## src/rtl/shift_pkg.sv

```systemverilog
// Shared definitions for the serialiser sequencer and its universal shift register.
// Latency: n/a (types and constants only).
// Backpressure: n/a.
package shift_pkg;

  // Mode-select codes understood by the universal shift register.
  localparam logic [1:0] SR_LOAD = 2'b00;  // q <= d
  localparam logic [1:0] SR_SHL  = 2'b01;  // q[i] <= q[i-1], q[0] <= 0
  localparam logic [1:0] SR_SHR  = 2'b10;  // q[i] <= q[i+1], q[W-1] <= 0
  localparam logic [1:0] SR_HOLD = 2'b11;  // q <= q

  // Sequencer states.
  typedef enum logic [1:0] {
    IDLE  = 2'b00,
    LOAD  = 2'b01,
    SHIFT = 2'b10,
    DONE  = 2'b11
  } state_t;

endpackage

```

## src/rtl/shift_tx.sv

```systemverilog
// Serial transmitter: sequencer plus universal shift register wired together.
// Latency: accept at T, bits at T+2..T+1+WIDTH, done at T+2+WIDTH.
// Backpressure: ser_ready low stalls the current bit; in_ready only while idle.
module shift_tx
  import shift_pkg::*;
#(
  parameter int WIDTH = 4,
  parameter int CNT_W = 3
) (
  input  logic             clk,
  input  logic             reset,
  input  logic             in_valid,
  output logic             in_ready,
  input  logic [WIDTH-1:0] in_data,
  input  logic             in_dir,
  output logic             ser_out,
  output logic             ser_valid,
  input  logic             ser_ready,
  output logic             busy,
  output logic             done
);

  logic [WIDTH-1:0] sr_d;
  logic [1:0]       sr_s;
  logic [WIDTH-1:0] sr_q;

  shift_seq #(
    .WIDTH (WIDTH),
    .CNT_W (CNT_W)
  ) u_seq (
    .clk       (clk),
    .reset     (reset),
    .in_valid  (in_valid),
    .in_ready  (in_ready),
    .in_data   (in_data),
    .in_dir    (in_dir),
    .sr_d      (sr_d),
    .sr_s      (sr_s),
    .sr_q      (sr_q),
    .ser_out   (ser_out),
    .ser_valid (ser_valid),
    .ser_ready (ser_ready),
    .busy      (busy),
    .done      (done)
  );

  shift_ureg #(
    .WIDTH (WIDTH)
  ) u_reg (
    .clk   (clk),
    .reset (reset),
    .s     (sr_s),
    .d     (sr_d),
    .q     (sr_q)
  );

endmodule

```

## src/rtl/shift_ureg.sv

```systemverilog
// Universal shift register: parallel load, shift toward MSB, shift toward LSB, hold.
// Latency: one clock from mode select to q.
// Backpressure: none; the mode select is obeyed every cycle.
module shift_ureg
  import shift_pkg::*;
#(
  parameter int WIDTH = 4
) (
  input  logic             clk,
  input  logic             reset,
  input  logic [1:0]       s,
  input  logic [WIDTH-1:0] d,
  output logic [WIDTH-1:0] q
);

  // Register update selected by the two-bit mode code; zeros fill vacated ends.
  always_ff @(posedge clk or negedge reset) begin
    if (!reset) begin
      q <= '0;
    end else begin
      case (s)
        SR_LOAD: q <= d;
        SR_SHL:  q <= {q[WIDTH-2:0], 1'b0};
        SR_SHR:  q <= {1'b0, q[WIDTH-1:1]};
        default: q <= q;
      endcase
    end
  end

endmodule

```

## src/rtl/shift_seq.sv

```systemverilog
// Sequencer: takes a parallel word, loads it into the shift register, streams it bit-serially.
// Latency: accept at T, load at T+1, bits at T+2..T+1+WIDTH, done at T+2+WIDTH.
// Backpressure: ser_ready low holds the register and the current bit; in_ready only in IDLE.
module shift_seq
  import shift_pkg::*;
#(
  parameter int WIDTH = 4,
  parameter int CNT_W = 3
) (
  input  logic             clk,
  input  logic             reset,
  input  logic             in_valid,
  output logic             in_ready,
  input  logic [WIDTH-1:0] in_data,
  input  logic             in_dir,
  output logic [WIDTH-1:0] sr_d,
  output logic [1:0]       sr_s,
  input  logic [WIDTH-1:0] sr_q,
  output logic             ser_out,
  output logic             ser_valid,
  input  logic             ser_ready,
  output logic             busy,
  output logic             done
);

  state_t             state;
  state_t             state_nx;
  logic [CNT_W-1:0]   cnt;
  logic [WIDTH-1:0]   data_r;
  logic               dir_r;
  logic               last_bit;
  logic               unused_sr_q;

  // The inner register bits are only seen by the shift register itself.
  assign unused_sr_q = ^sr_q;

  assign last_bit = (cnt == CNT_W'(WIDTH - 1));

  // State register.
  always_ff @(posedge clk or negedge reset) begin
    if (!reset) begin
      state <= IDLE;
    end else begin
      state <= state_nx;
    end
  end

  // Word/direction capture on accept, so later input changes cannot disturb the word in flight.
  always_ff @(posedge clk or negedge reset) begin
    if (!reset) begin
      data_r <= '0;
      dir_r  <= 1'b0;
    end else if (state == IDLE && in_valid) begin
      data_r <= in_data;
      dir_r  <= in_dir;
    end
  end

  // Bit counter: cleared during LOAD, advanced only on consumed bits; stops at WIDTH.
  always_ff @(posedge clk or negedge reset) begin
    if (!reset) begin
      cnt <= '0;
    end else if (state == LOAD) begin
      cnt <= '0;
    end else if (state == SHIFT && ser_ready) begin
      cnt <= cnt + 1'b1;
    end
  end

  // Next-state and control decode; HOLD is the safe default mode.
  always_comb begin
    state_nx  = state;
    in_ready  = 1'b0;
    sr_s      = SR_HOLD;
    ser_valid = 1'b0;
    busy      = 1'b1;
    done      = 1'b0;
    case (state)
      IDLE: begin
        busy     = 1'b0;
        in_ready = 1'b1;
        if (in_valid) begin
          state_nx = LOAD;
        end
      end
      LOAD: begin
        sr_s     = SR_LOAD;
        state_nx = SHIFT;
      end
      SHIFT: begin
        ser_valid = 1'b1;
        if (ser_ready) begin
          sr_s = dir_r ? SR_SHR : SR_SHL;
          if (last_bit) begin
            state_nx = DONE;
          end
        end
      end
      DONE: begin
        done     = 1'b1;
        state_nx = IDLE;
      end
      default: begin
        state_nx = IDLE;
      end
    endcase
  end

  // Load data always presents the captured word; only LOAD mode makes the register take it.
  assign sr_d = data_r;

  // The outgoing bit is whichever end of the register the word drains from.
  assign ser_out = dir_r ? sr_q[0] : sr_q[WIDTH-1];

endmodule

```

## config.mk

```make
export PLATFORM = sky130hd
export DESIGN_NAME = shift_tx
export DESIGN_NICKNAME = d
export VERILOG_FILES = /design/src/rtl/shift_pkg.sv /design/src/rtl/shift_tx.sv /design/src/rtl/shift_ureg.sv /design/src/rtl/shift_seq.sv
export SDC_FILE = /design/constraint.sdc
export NUM_CORES = 1
export LEC_CHECK = 0
export ABC_AREA = 1
export CELL_PAD_IN_SITES_DETAIL_PLACEMENT = 1
export CELL_PAD_IN_SITES_GLOBAL_PLACEMENT = 2
export CORE_ASPECT_RATIO = 0.5
export CORE_MARGIN = 2
export CORE_UTILIZATION = 31
export DETAILED_ROUTE_END_ITERATION = 16
export PLACE_DENSITY_LB_ADDON = 0.1
export SLEW_MARGIN = 15
export SYNTH_ARGS = -nofsm -noshare
export SYNTH_HDL_FRONTEND = slang
export SYNTH_HIERARCHICAL = 1
export SYNTH_SLANG_ARGS = --single-unit
```

## constraint.sdc

```tcl
create_clock -name clk -period 2.7 [get_ports clk]
set_input_delay 0.54 -clock clk [delete_from_list [all_inputs] [get_ports clk]]
set_output_delay 0.54 -clock clk [all_outputs]
set_load 0.005 [all_outputs]
```

Yosys cells after proc, flatten, opt, wreduce, memory -nomap -nowiden
Index checks and enable logic that the tools add are counted.
Widths: inputs -> output; s select.
{"block": "word_totals", "reg_bits": 14, "in_bits": 9, "out_inout_bits": 5, "wordCells": 37}
{"block": "classes", "n_addsub": 1, "eq_ne": 9, "n_mux": 15, "reduce_logical": 7}
{"operator": "$pmux 4 s3", "count": 1}
{"operator": "$mux 2", "count": 5}
{"operator": "$pmux 2 s4", "count": 1}
{"operator": "$eq 2x2->1 const B", "count": 3}
{"operator": "$mux 3", "count": 2}
{"operator": "$mux 1", "count": 5}
{"operator": "$eq 2x1->1 const B", "count": 2}
{"operator": "$logic_not 2->1", "count": 2}
{"operator": "$ne 2x2->1 const B", "count": 2}
{"operator": "$pmux 2 s2", "count": 1}
{"operator": "$add 3x1->3 const B", "count": 1}
{"operator": "$eq 3x2->1 const B", "count": 1}
{"operator": "$reduce_and 3->1", "count": 1}
{"operator": "$reduce_bool 3->1", "count": 1}
{"operator": "$logic_and 1x1->1", "count": 2}
{"operator": "$ne 2x1->1 const B", "count": 1}
{"operator": "$reduce_bool 2->1", "count": 1}

Logic depth before layout (Yosys ltp)
Gate-level depths: netlist of run 1.
{"block": "logic_depth", "word_depth": 5, "depth_mapped": 11, "mapped_depth_nobuf": 11}

Cells and area by module
Netlist of run 1, hierarchy kept.
{"mod": "shift_seq", "n_inst": 1, "cells_each": 68, "area_each_um2": 565.5, "seq_area_each_um2": 250.2}
{"mod": "shift_ureg", "n_inst": 1, "cells_each": 41, "area_each_um2": 272.8, "seq_area_each_um2": 100.1}

Worst setup path before layout of run 1
No wires, ideal clock.
{"block": "synth_timing", "path_type": "register -> register", "startpoint": "reg u_seq.state[0]", "endpoint": "reg u_reg.q[1]", "setup_time_ps": 116, "arrival_time_ps": 1685, "required_time_ps": 2584, "setup_slack_ps": 898, "path_stages_with_launch": 12, "path_buffers": 0, "period_less_slack_ps": 1802, "cell_sequence": "dfrtp_1 inv_1 ha_1 nand2_1 inv_2 a21oi_1 inv_1 ha_1 inv_2 nand3_1 nand2_1 nand2_1"}
{"block": "synth_via", "elab_chain_cells": 4, "elab_cells_between_ends": 8, "cone_classes": "eq/ne (4); mux (2); reduce/logical (2)"}
{"element": "from (decl)", "line": "shift_seq.sv:26", "rtl": "state_t state;"}
{"element": "from (signal assigned)", "line": "shift_seq.sv:44", "rtl": "state <= state_nx;"}
{"element": "$eq 2x2->1 / $eq 2x1->1 (equally long branches)", "line": "shift_seq.sv:78", "rtl": "case (state)"}
{"element": "$pmux 2 s2 *", "line": "shift_seq.sv:78"}
{"element": "net sr_s[0]", "line": "shift_tx.sv:24", "rtl": "logic [1:0] sr_s;"}
{"element": "$eq 2x2->1, or another cell as far along", "line": "shift_ureg.sv:21", "rtl": "case (s)"}
{"element": "$pmux 4 s3 / $reduce_bool 3->1 (equally long branches)"}
{"element": "to (signal assigned)", "line": "shift_ureg.sv:23", "rtl": "SR_SHL: q <= {q[WIDTH-2:0], 1'b0};"}
{"element": "to (signal assigned)", "line": "shift_ureg.sv:24", "rtl": "SR_SHR: q <= {1'b0, q[WIDTH-1:1]};"}
{"element": "to (signal assigned)", "line": "shift_ureg.sv:25", "rtl": "default: q <= q;"}
{"element": "to (decl)", "line": "shift_ureg.sv:13", "rtl": "output logic [WIDTH-1:0] q"}
The timed path passes the listed nets; every way through them passes the cells marked *.
A chain may end at the register's enable or synchronous reset.

Worst setup path after layout of run 1
{"block": "layout_timing", "startpoint": "reg u_seq.state[0]", "endpoint": "out in_ready"}
{"block": "layout_via", "elab_chain_cells": 2}
{"element": "$logic_not 2->1", "line": "shift_seq.sv:78"}
{"element": "$mux 1", "line": "shift_seq.sv:78"}
{"element": "to (decl)", "line": "shift_tx.sv:13", "rtl": "output logic in_ready,"}
Every way passes these cells.

==> flow_summary.json, run 1 <==
{
  "clk_transition_reported_paths_ns": 0.06,
  "period_share": 0.834,
  "netlist_area_sq_um": 838,
  "grt_pass1_wl_mm": 3.16,
  "setup_viol_count_final": 0,
  "layout-drive-gt1-share": 0.0726,
  "num_antenna_cells": 0,
  "finalWeightedCongestion": 0.756,
  "cts_setup_buffers": 0,
  "buffer_ports.inserted": 13,
  "initial_cell_density_of_the_core": 0.324,
  "finalWorstSetupSlack_ns": 0.447,
  "dp.final_hpwl_mm": 1.40,
  "worstPathArrival_ns": 1.71,
  "top_level_ports": 14,
  "synth_fp_nets": 128,
  "worst-slew-pin-transition_ns": 0.656,
  "groute.usage.overall": 0.139,
  "max_stage_delay_ns": 0.57,
  "slew_violations": 0,
  "slew_headroom": 0.561,
  "required_ns": 2.16,
  "cts_inserted_buffers": 3,
  "worst_clock_skew_ns": 0.000923,
  "synth.top_cells.by_area": "dfrtp_1, nand2_1, ha_1",
  "drt_first_iter_violations": 27,
  "route.detailed.vias_per_inst": 4.40,
  "die_w_microns": 77.5,
  "vdd.ir_drop.worst_mv": 0.421,
  "grt_antenna_before_repair": 0,
  "post_layout_net_count": 145,
  "die_height_microns": 40.8,
  "syn_inst": 109,
  "vias": 709,
  "power_density_nw_per_um2": 1200,
  "finalSetupTns_ns": 0,
  "synth.largest_area_cell": "dfrtp_1",
  "crit_cells": 3,
  "power.internal_mw": 0.711,
  "cts_resized": 0,
  "path_delay_family": "buffers and inverters",
  "rsz_0062_raised_after_global_routing": "false",
  "ant_nets": 0,
  "cts_tree": "yes",
  "worst-path-buf-inv": 2,
  "synth_top_family_by_area": "simple AND/OR/NAND/NOR gates",
  "power.share.combinational": 0.558,
  "drc": 0,
  "rows": 13,
  "sw_frac_of_total": 0.434,
  "seq_total_area_yosys": 0.418,
  "pre_cts_slack_ns": 0.432,
  "clock.fmax_ghz": 0.444,
  "hold_removal_path_class": "reg -> reg",
  "cts.hold.buffers_added": 0,
  "synthesized_area_fraction_occupied_by_ao_oa_aoi_and_oai_cells": 0.0254,
  "synth-warning-count": 6,
  "timing_hold_violations_final": 0,
  "htree_num_levels": 1,
  "hold_depth": 2,
  "critical_path.max_fanout": 9,
  "path_cells": "inv_1, ha_1, clkdlybuf4s50_1",
  "worst_skew_pair.late_latency_ns": 0.25,
  "drtPass1Iterations": 4,
  "critical_path.endpoint_type": "output pin",
  "timing.setup.critical_path_class": "reg -> out",
  "post_synth_mux_area_share": 0.0254,
  "clock_sinks": 14,
  "ys_types": 14,
  "post_synthesis_adder_cell_area_fraction": 0.149,
  "synth_simple_gate_area_share": 0.296,
  "synthesized_area_per_cell_sq_um": 7.69,
  "sequentialPowerShare": 0.304,
  "fp.dieArea_sq_um": 3160,
  "setup.worst_path.start_class": "flip-flop",
  "synth_seq_cells": 14,
  "globalRoute.totalOverflow": 0,
  "cts.root.buffer_cell": "clkbuf_8",
  "final_period_minus_worst_setup_slack_ns": 2.25,
  "ff2ff_path_depth": 11,
  "fp.coreArea_sq_um": 2590,
  "clockBufferDepth": 2,
  "static-leakage-power_nw": 0.569,
  "slowest_stage": "clkdlybuf4s50_1",
  "synth_xor_xnor_area_share": 0,
  "grt_max_degree": 15,
  "switchingPower_mw": 0.545,
  "route.detailed.wl_per_inst_microns": 10.9,
  "outcome": "finished, final reports clean",
  "drv.max_cap_violation_count": 0,
  "wirelength_mm": 1.75,
  "post-synth-top-area-fraction": 0.418,
  "clockPowerShare": 0.139,
  "areaGrowthSynthToFinish_pct": 25.4,
  "first_global_vias": 703
}
path summary, 6_finish.rpt:
kind,startpoint,endpoint,slack (ns)
max in group asynchronous,reset,u_seq/cnt[2],1.59
worst min register to register,u_seq/sr_d[2],u_seq/sr_d[2],0.47
worst max-delay path,u_seq/state[0],in_ready,0.45
worst min-delay path,u_seq/sr_d[2],u_seq/sr_d[2],0.47
min in group asynchronous,reset,u_reg/q[0],0.70
worst max register to register,u_seq/state[0],u_reg/q[1],0.69
metrics by stage:
step / instance area, sq um / total power, mW / instances / hold WS (ns) / utilization
6_report: 1050 / 1.26 / 161 / 0.468 / 0.406
5_1_grt: 1050 / 1.41 / 161 / 0.514 / 0.406
4_1_cts: 1050 / 1.28 / 161 / 0.474 / 0.406
3_5_place_dp: 1010 / 1.10 / 158 / 0.459 / 0.390
3_3_place_gp: 1010 / 1.10 / 158 / 0.458 / 0.390
2_1_floorplan: 838 / 0.873 / 109 / 0.244 / -
Yosys cell counts:
cell     number
nand2_1      42
buf_2         1
inv_2         5
nor2_1        3
mux2i_1       1
nand4_1       2
mux2_1        1
a21oi_1       3
nand2_2       1
inv_1        13
o22ai_1       1
ha_1         10
dfrtp_1      14
nand3_1      12
cell type report:
class / count / area, sq um
multi-input cells: 76 / 415
repair buffers: 13 / 130
fillers: 327 / 1540
clock buffers: 3 / 41.3
inverters: 18 / 67.6
well taps: 37 / 46.3
flip-flops and latches: 14 / 350
power by group through the flow:
stage / registers (mW) / logic, mW / clock network (mW)
2_1_floorplan: 0.362 / 0.511 / 0
6_report: 0.382 / 0.701 / 0.174
3_5_place_dp: 0.386 / 0.710 / 0
4_1_cts: 0.383 / 0.716 / 0.184
5_1_grt: 0.400 / 0.821 / 0.191
3_3_place_gp: 0.383 / 0.718 / 0
flip-flops by register name, summed over array words and instances (netlist names):
| register | flops |
|---|---|
| u_seq/state | 2 |
| u_seq/dir_r | 1 |
| u_seq/cnt | 3 |
| u_reg/q | 4 |
| u_seq/sr_d | 4 |
logic make-up (layout without fill, tap and decap cells):
| group | count (synthesis) | count (layout) |
|---|---|---|
| and+or+nand+nor | 60 | 60 |
| muxes | 2 | 2 |
| adders and majority gates | 10 | 10 |
| AOI/OAI and AO/OA | 4 | 4 |
| buffers and inverters | 19 | 34 |
| DFF | 14 | 14 |
worst reg2reg max path: cells and delay by family, from the launching register on:
family | cells | cell delay [ns]
AND/OR/NAND/NOR | 4 | 0.33
AO/OA/AOI/OAI | 1 | 0.24
flip-flops | 1 | 0.40
buffers and inverters | 4 | 0.34
adder cells (fa/ha/maj) | 2 | 0.60
layer usage:
layer	up-vias	GRT usage	wire [microns]
met5	-	0	0
met4	0	0.0804	34
met3	6	0.0463	64
met2	7	0.222	743
met1	327	0.173	910
li1	369	-	-
cell usage in the layout (no fill, tap or decap):
cell type,n
a21oi_1,3
clkbuf_8,3
clkdlybuf4s50_1,13
dfrtp_1,14
ha_1,10
inv_1,13
inv_2,5
mux2_1,1
mux2i_1,1
nand2_1,42
nand2_2,1
nand3_1,12
nand4_1,2
nor2_1,3
o22ai_1,1
Note: power is estimated with default switching activity, not from simulation.
==> inputs of run 2 (changes only) <==
Settings changed: CORE_UTILIZATION 31 to 29.
Clock period 2.7 ns to 2.1 ns, I/O delays scaled along.
==> run 2 against run 1 <==
Compared with the run above: via count up 1.8%; first-iteration DRC count down 56%; clock power up 55%; clock skew up 0.00097 ns; global-route usage down 1.0 points; non-clock buffer count up 5; die area up 6.4%; total power up 38%; utilization up 0.82 points; sequential power up 28%; combinational power up 39%; critical path type unchanged; register-to-register slack worse by 0.47 ns.
==> flow_summary.json, run 2 (synthesized netlist as in run 1, its figures left out) <==
{
  "outcome": "finished, final reports clean",
  "commonest_non_fill_non_tap_cells_in_the_layout": "nand2_1, dfrtp_1, clkdlybuf4s50_1, inv_1, nand3_1",
  "clockBufferDepth": 2,
  "finalSetupTns_ns": 0,
  "clock.fmax_ghz": 0.517,
  "timing.critical_path.from": "u_seq/state[1]",
  "setup.worst_path.start_class": "flip-flop",
  "first_global_vias": 736,
  "globalRoute.totalOverflow": 0,
  "hold_removal_path_class": "reg -> reg",
  "vdd.ir_drop.worst_mv": 0.553,
  "required_ns": 1.68,
  "timing.setup.critical_path_class": "reg -> out",
  "route.detailed.vias_per_inst": 4.32,
  "htree_num_levels": 1,
  "min_from": "u_seq/sr_d[1]",
  "worst-slew-pin-transition_ns": 0.257,
  "finalWeightedCongestion": 0.703,
  "cts.root.buffer_cell": "clkbuf_8",
  "critical_path.endpoint_type": "output pin",
  "fp.dieArea_sq_um": 3360,
  "route.detailed.wl_per_inst_microns": 11.0,
  "cts.hold.buffers_added": 0,
  "clk_transition_reported_paths_ns": 0.06,
  "setup_viol_count_final": 0,
  "grt_pass1_wl_mm": 3.28,
  "power.total_mw": 1.73,
  "die_height_microns": 42.0,
  "post_route_worst_hold_slack_ns": 0.472,
  "timing.rr.start": "u_seq/state[0]",
  "dp.final_hpwl_mm": 1.45,
  "drv.max_cap_violation_count": 0,
  "initial_cell_density_of_the_core": 0.314,
  "cts_tree": "yes",
  "post_layout_net_count": 150,
  "layout-drive-gt1-share": 0.123,
  "rows": 13,
  "num_antenna_cells": 0,
  "grt_antenna_before_repair": 0,
  "drtPass1Iterations": 4,
  "drc": 0,
  "buffer_ports.inserted": 13,
  "grt_max_degree": 15,
  "areaGrowthSynthToFinish_pct": 31.9,
  "rsz_0062_raised_after_global_routing": "false",
  "critical_path.max_fanout": 5,
  "drt_first_iter_violations": 12,
  "ant_nets": 0,
  "final_period_minus_worst_setup_slack_ns": 1.94,
  "worst_clock_skew_ns": 0.00189,
  "worst_skew_pair.late_latency_ns": 0.25,
  "slew_violations": 0,
  "static-leakage-power_nw": 0.601,
  "finalInstanceArea_sq_um": 1110,
  "placedInstanceArea_sq_um": 1030,
  "groute.usage.overall": 0.129,
  "clock_sinks": 14,
  "timing_hold_violations_final": 0,
  "top_level_ports": 14,
  "wirelength_mm": 1.84,
  "mostFrequentLayoutCell": "nand2_1",
  "period_share": 0.922,
  "vias": 722,
  "pre_cts_slack_ns": 0.0139,
  "cts_inserted_buffers": 3,
  "die_w_microns": 80.0,
  "fp.coreArea_sq_um": 2670,
  "power_density_nw_per_um2": 1560,
  "worstPathArrival_ns": 1.52,
  "slew_headroom": 0.828,
  "finalWorstSetupSlack_ns": 0.164
}
run 2: layout make-up:
cell class                      instances  area (sq um)
Fill cell                             338          1560
Multi-Input combinational cell         76           419
Sequential cell                        14           350
Timing Repair Buffer                   18           168
Inverter                               18          67.6
Clock buffer                            4          55.1
Tap cell                               37          46.3
run 2: where the power goes:
group	switching, mW	internal, mW	total [mW]
clock	0.103	0.166	0.269
combinational	0.530	0.441	0.971
sequential	0.0930	0.395	0.488
total	0.726	1.00	1.73
run 2: path summary, 6_finish.rpt:
kind / cells after the start / slack, ns / endpoint
worst min-delay path: 2 / 0.47 / u_seq/sr_d[1]
worst min register to register: 2 / 0.47 / u_seq/sr_d[1]
max in group asynchronous: 2 / 1.43 / u_seq/sr_d[2]
min in group asynchronous: 2 / 0.49 / u_seq/state[0]
worst max-delay path: 4 / 0.16 / busy
worst max register to register: 11 / 0.22 / u_reg/q[2]
run 2: worst max-delay path, cell delays in order (launching register included):
cell and delay, ns:
dfrtp_1 0.42, inv_1 0.08, ha_1 0.22, inv_2 0.06, clkdlybuf4s50_1 0.49
run 2: what timing repair did:
action                     4_1_cts  5_1_grt
resized for setup                0        1
buffers inserted                 0        2
setup endpoints to repair        0        4
run 2: through the flow:
| step | std cells | util |
|---|---|---|
| 2_1_floorplan | 109 | - |
| 3_3_place_gp | 161 | 0.387 |
| 3_5_place_dp | 161 | 0.387 |
| 4_1_cts | 165 | 0.408 |
| 5_1_grt | 167 | 0.415 |
| 6_report | 167 | 0.415 |
run 2: per-layer routing:
layer,GRT usage,wire (microns),up-vias,share of wire
li1,-,-,379,-
met3,0.0582,83,0,0.045
met2,0.187,771,9,0.42
met5,0,0,-,0
met1,0.180,981,334,0.53
met4,0.0203,0,0,0
==> inputs of run 3 (changes only) <==
Settings changed: SLEW_MARGIN 15 to 5.
==> results of run 3 <==
The final DEF is identical to that of run 2; final timing and power are the same.
